===== src/rtl/rx_fifo_unit_pkg.sv =====
// Shared definitions for the MiniUart receive FIFO: default geometry and the
// encodings of the capture FSM that handshakes with the receiving unit.
package rx_fifo_unit_pkg;

   localparam int unsigned RX_FIFO_DEPTH = 16;
   localparam int unsigned RX_FIFO_AW    = 4;

   typedef enum logic [1:0] {
      CAP_IDLE     = 2'd0,
      CAP_ACK      = 2'd1,
      CAP_WAIT_CLR = 2'd2
   } cap_state_e;

endpackage


===== src/rtl/rx_fifo_ram.sv =====
// Storage array for the receive FIFO.
// Ports:
//   clk    - system clock
//   we     - write enable, writes wdata to mem[waddr] at the rising edge
//   waddr  - write address (FIFO write pointer)
//   wdata  - byte to store
//   raddr  - read address (FIFO read pointer)
//   rdata  - asynchronous read of mem[raddr] (first-word fall-through head)
module rx_fifo_ram #(
   parameter int unsigned DEPTH = 16,
   parameter int unsigned AW    = 4
) (
   input  logic          clk,
   input  logic          we,
   input  logic [AW-1:0] waddr,
   input  logic [7:0]    wdata,
   input  logic [AW-1:0] raddr,
   output logic [7:0]    rdata
);

   logic [7:0] mem_q [DEPTH];

   always_ff @(posedge clk) begin
      if (we) begin
         mem_q[waddr] <= wdata;
      end
   end

   assign rdata = mem_q[raddr];

endmodule


===== src/rtl/rx_fifo_unit.sv =====
// Receive buffer sitting directly behind the MiniUart receiving unit. Copies
// each received byte into a FIFO, acknowledges the receiver with a one-cycle
// rx_over_read pulse, and lets the CPU pop bytes at its own pace.
// Ports:
//   clk, rst      - system clock, synchronous active-high reset
//   rx_data       - receiving-unit data register
//   rx_rs         - receiving-unit byte-available status (asynchronous)
//   rx_over_read  - one-cycle pulse clearing the receiver's status
//   rd_en         - CPU pop strobe; rd_data is the FIFO head while !empty
//   empty, full   - occupancy flags; count is occupancy 0..DEPTH
//   flush         - empties the FIFO and clears overrun
//   ovr_clr       - clears overrun
//   overrun       - sticky: a byte arrived while the FIFO was full
//   irq           - (count >= IRQ_LEVEL) | overrun
module rx_fifo_unit
   import rx_fifo_unit_pkg::*;
#(
   parameter int unsigned DEPTH     = RX_FIFO_DEPTH,
   parameter int unsigned AW        = RX_FIFO_AW,
   parameter int unsigned IRQ_LEVEL = 1
) (
   input  logic        clk,
   input  logic        rst,
   input  logic [7:0]  rx_data,
   input  logic        rx_rs,
   output logic        rx_over_read,
   input  logic        rd_en,
   output logic [7:0]  rd_data,
   output logic        empty,
   output logic        full,
   output logic [AW:0] count,
   input  logic        flush,
   input  logic        ovr_clr,
   output logic        overrun,
   output logic        irq
);

   cap_state_e    state_q, state_d;
   logic          rs_meta_q, rs_meta_d;
   logic          rs_s_q, rs_s_d;
   logic          over_read_q, over_read_d;
   logic [AW-1:0] wptr_q, wptr_d;
   logic [AW-1:0] rptr_q, rptr_d;
   logic [AW:0]   count_q, count_d;
   logic          overrun_q, overrun_d;

   logic          push;
   logic          do_pop;
   logic          do_push;
   logic          ovr_set;
   logic          ram_we;

   // Capture FSM. WAIT_CLR holds off until the synchronised status drops so a
   // receiver that is slow to clear rs is not captured twice.
   always_comb begin
      rs_meta_d   = rx_rs;
      rs_s_d      = rs_meta_q;
      state_d     = state_q;
      over_read_d = 1'b0;
      push        = 1'b0;
      unique case (state_q)
         CAP_IDLE: begin
            if (rs_s_q) begin
               push        = 1'b1;
               over_read_d = 1'b1;
               state_d     = CAP_ACK;
            end
         end
         CAP_ACK: begin
            state_d = CAP_WAIT_CLR;
         end
         CAP_WAIT_CLR: begin
            if (!rs_s_q) begin
               state_d = CAP_IDLE;
            end
         end
         default: begin
            state_d = CAP_IDLE;
         end
      endcase
   end

   assign empty = (count_q == '0);
   assign full  = (count_q == (AW+1)'(DEPTH));

   // A pop in the same cycle frees a slot, so a push into a full FIFO is
   // accepted rather than counted as overrun.
   always_comb begin
      do_pop    = rd_en & ~empty;
      do_push   = push & (~full | do_pop);
      ovr_set   = push & full & ~do_pop;
      wptr_d    = wptr_q;
      rptr_d    = rptr_q;
      count_d   = count_q;
      ram_we    = do_push & ~flush;
      if (flush) begin
         wptr_d  = '0;
         rptr_d  = '0;
         count_d = '0;
      end else begin
         if (do_push) wptr_d = wptr_q + AW'(1);
         if (do_pop)  rptr_d = rptr_q + AW'(1);
         if (do_push && !do_pop) begin
            count_d = count_q + (AW+1)'(1);
         end else if (do_pop && !do_push) begin
            count_d = count_q - (AW+1)'(1);
         end
      end
      // Setting wins over a clear in the same cycle.
      overrun_d = ovr_set | (overrun_q & ~ovr_clr & ~flush);
   end

   always_ff @(posedge clk) begin
      if (rst) begin
         state_q     <= CAP_IDLE;
         rs_meta_q   <= 1'b0;
         rs_s_q      <= 1'b0;
         over_read_q <= 1'b0;
         wptr_q      <= '0;
         rptr_q      <= '0;
         count_q     <= '0;
         overrun_q   <= 1'b0;
      end else begin
         state_q     <= state_d;
         rs_meta_q   <= rs_meta_d;
         rs_s_q      <= rs_s_d;
         over_read_q <= over_read_d;
         wptr_q      <= wptr_d;
         rptr_q      <= rptr_d;
         count_q     <= count_d;
         overrun_q   <= overrun_d;
      end
   end

   rx_fifo_ram #(
      .DEPTH (DEPTH),
      .AW    (AW)
   ) u_ram (
      .clk   (clk),
      .we    (ram_we),
      .waddr (wptr_q),
      .wdata (rx_data),
      .raddr (rptr_q),
      .rdata (rd_data)
   );

   assign rx_over_read = over_read_q;
   assign count        = count_q;
   assign overrun      = overrun_q;
   assign irq          = (count_q >= (AW+1)'(IRQ_LEVEL)) | overrun_q;

endmodule


===== config.mk =====
export PLATFORM = sky130hd
export DESIGN_NAME = rx_fifo_unit
export DESIGN_NICKNAME = d
export VERILOG_FILES = /design/src/rtl/rx_fifo_unit_pkg.sv /design/src/rtl/rx_fifo_ram.sv /design/src/rtl/rx_fifo_unit.sv
export SDC_FILE = /design/constraint.sdc
export NUM_CORES = 1
export LEC_CHECK = 0
export ABC_AREA = 1
export BUFFER_PORTS_ARGS = -buffer_cell sky130_fd_sc_hd__buf_2
export CORE_MARGIN = 2
export CORE_UTILIZATION = 55
export CTS_CLUSTER_SIZE = 24
export DETAILED_ROUTE_END_ITERATION = 16
export PLACE_DENSITY = 0.71
export SLEW_MARGIN = 20
export SYNTH_ARGS = -nofsm -noshare
export SYNTH_HDL_FRONTEND = slang
export SYNTH_SLANG_ARGS = --single-unit

===== constraint.sdc =====
create_clock -name clk -period 2.1 [get_ports clk]
set_input_delay 0.105 -clock clk [delete_from_list [all_inputs] [get_ports clk]]
set_output_delay 0.105 -clock clk [all_outputs]
set_load 0.01 [all_outputs]

==> flow_metrics.tcl <==
set metrics [dict create \
    crit_family "simple AND/OR/NAND/NOR gates" \
    hold_depth 1 \
    layout_common_cells "nand2_1 (188), edfxtp_1 (128), inv_1 (121)" \
    core_sq_um 12000 \
    gp_congestion 0.809 \
    rsz0062_at_grt "false" \
    r2r-start "count[1]" \
    path_buf_inv 2 \
    cts_inserted_buffers 17 \
    antenna_left 0 \
    dp_slack_ns -0.0124 \
    r2r-end "count[2]" \
    relSlewSlack_pct 59.6 \
    area_growth_syn_to_layout_pct 15.1 \
    status "finished clean" \
    cp-start-kind "register" \
    p_leak_nw 3.41 \
    grt_pass1_vias 4538 \
    syn_nets 703 \
    hold_path.startpoint "rx_data[0]" \
    wl_microns 13900 \
    hpwl_microns 8960 \
    final_common_cell "nand2_1" \
    ys_seq_elements 151 \
    portBuffers 31 \
    combPwrFrac_pct 7.5 \
    setup_viol 0 \
    seqPwrFrac_pct 49.0 \
    antenna_found_initial 0 \
    hold_slack_ns 0.0714 \
    p_per_area_nw_per_um2 863 \
    endpoint_kind "register" \
    htree_num_levels 4 \
    cp_max_fo 7 \
    synthCells 679 \
    cp_cell_sequence "inv_1 > ha_1 > nand4_4 > nand2_4 > inv_6 > ha_4 > nor2_2 > nand2_1 > o21ai_0 > a21oi_1" \
    fin_crit_ns 1.93 \
    num_vias 4639 \
    rows 40 \
    worstPathRequired_ns 2.40 \
    switchingPower_mw 1.44 \
    seq_area_frac_synth_pct 63.6 \
    final_util_pct 64.8 \
    grt_usage_pct 22.8 \
    clkPwrFrac_pct 43.6 \
    worstHoldEndpoint "u_ram.mem_q[13][0]" \
    fin_worst_skew_ns 0.00627 \
    ys_warn_count 0 \
    dr.first_iter.drc_count 535 \
    reg2reg_slack_ns 0.17 \
    grt_max_degree 65 \
    clock_sinks 151 \
    initial_core_util_pct 56.3 \
    slowest_delay_ns 0.34 \
    drive_gt1_share_pct 13.9 \
    grt_pass1_wl_microns 22400 \
    clockBufferDepth 2 \
    die_area_sq_um 13200 \
    fin_ws_ns 0.170 \
    hp-class "input pin to register" \
    fp.dieH_microns 115 \
    finalHoldViolCount 0 \
    clk_pin_slew_worst_paths_ns 0.05 \
    final_max_slew_viol_count 0 \
    worstSkewPairLatency_ns 0.42 \
    antenna_cells 0 \
    routed_via_density 5.19 \
    p_total_mw 6.72 \
    cts_tree "built" \
    switching_share_pct 21.5 \
    cts_setup_buffers 0 \
    worstSetupPathType "register to register" \
    clock.fmax_ghz 0.518 \
    die_w_microns 115 \
    drv_cap 0 \
    p_int_mw 5.27 \
    finalCritPeriodShare_pct 91.9 \
    peakVddDrop_mv 0.484 \
    ctsRootBufferMaster "clkbuf_16" \
    r2r.worst_path.cells 10 \
    crit_arrival_ns 2.23 \
    critPathSlowestCell "dfxtp_2" \
    fin_nets 758 \
    synth_cell_types 28 \
    dr.pass1.iters 5 \
    syn_area_sq_um 6760 \
    postSynthAreaPerCell_sq_um 9.96 \
    grt.overflow.total 0 \
    drc 0 \
    worst_slew_pin_slew_ns 0.606 \
    wire_per_inst_microns 15.6 \
    ios 32 \
]
## cells in the mapped netlist (all sizes together)
| library cell | number | share of area, % |
|---|---|---|
| a21oi | 10 | 0.80 |
| buf | 24 | 2.4 |
| clkbuf | 1 | 0.20 |
| dfxtp | 23 | 6.8 |
| edfxtp | 128 | 57 |
| ha | 10 | 1.9 |
| inv | 125 | 7.0 |
| nand2 | 194 | 11 |
| nand3 | 109 | 8.1 |
| nand3b | 1 | 0.11 |
| nand4 | 5 | 0.68 |
| nor2 | 37 | 2.5 |
| o21ai | 6 | 0.44 |
| o32ai | 1 | 0.13 |
| or2 | 1 | 0.093 |
| xnor2 | 2 | 0.26 |
| xor2 | 2 | 0.26 |
## timing repair
item                       in CTS  in global routing
setup endpoints to repair       1                  2
hold buffers                    6                  0
hold endpoints to repair        4                  0
resized for setup               1                  3
## logic make-up after synthesis
family | count (synthesis) | synth area share, %
AND/OR/NAND/NOR | 347 | 23.0
flip-flops | 151 | 63.6
buffers and inverters | 150 | 9.66
AO/OA/AOI/OAI | 17 | 1.37
XOR/XNOR | 4 | 0.518
adder cells (fa/ha/maj) | 10 | 1.85
## power by group through the flow
stage          registers, mW  logic, mW  clock network (mW)
2_1_floorplan           3.35      0.316                   0
3_3_place_gp            3.35      0.465                   0
3_5_place_dp            3.35      0.486                   0
4_1_cts                 3.29      0.497                2.98
5_1_grt                 3.29      0.558                3.09
6_report                3.29      0.501                2.93
## sequential cells by signal, indices dropped and copies added, names as in the netlist, named ones only
signal,cells
wptr_q,4
rs_meta_q,1
rptr_q,4
u_ram.mem_q,128
rs_s_q,1
rx_over_read,1
count,5
state_q,2
overrun,1
## layer usage
layer  track usage [%]  wire length, microns  up-vias
met2              40.0                  7210      132
met5                 0                     0        -
met1              26.7                  5620     2185
met3              4.85                   675       32
met4              11.1                   393        0
li1                  -                     -     2290
## through the flow
| step | TNS [ns] | std cells | cell area, sq um |
|---|---|---|---|
| 3_3_place_gp | 0 | 856 | 7140 |
| 5_1_grt | 0 | 893 | 7780 |
| 4_1_cts | 0 | 893 | 7770 |
| 6_report | 0 | 893 | 7780 |
| 2_1_floorplan | 0 | 679 | 6760 |
| 3_5_place_dp | -0.0124 | 856 | 7140 |
## layout make-up
cell class / instances / area, sq um
sequential: 151 / 4310
multi-input combinational: 378 / 1820
clock buffer: 18 / 429
tap: 147 / 184
timing repair buffer: 61 / 433
fill: 928 / 4230
inverter: 125 / 474
clock inverter: 13 / 138
## worst max-delay path by stage
stage,depth (start not counted),endpoint,startpoint
after floorplan,10,count[2],count[0]
after global placement,11,count[2],count[1]
after detailed placement,11,count[2],count[1]
after CTS,11,count[2],count[1]
after global routing,11,count[2],count[1]
final,10,count[2],count[1]
Note: power is estimated with default switching activity, not from simulation.
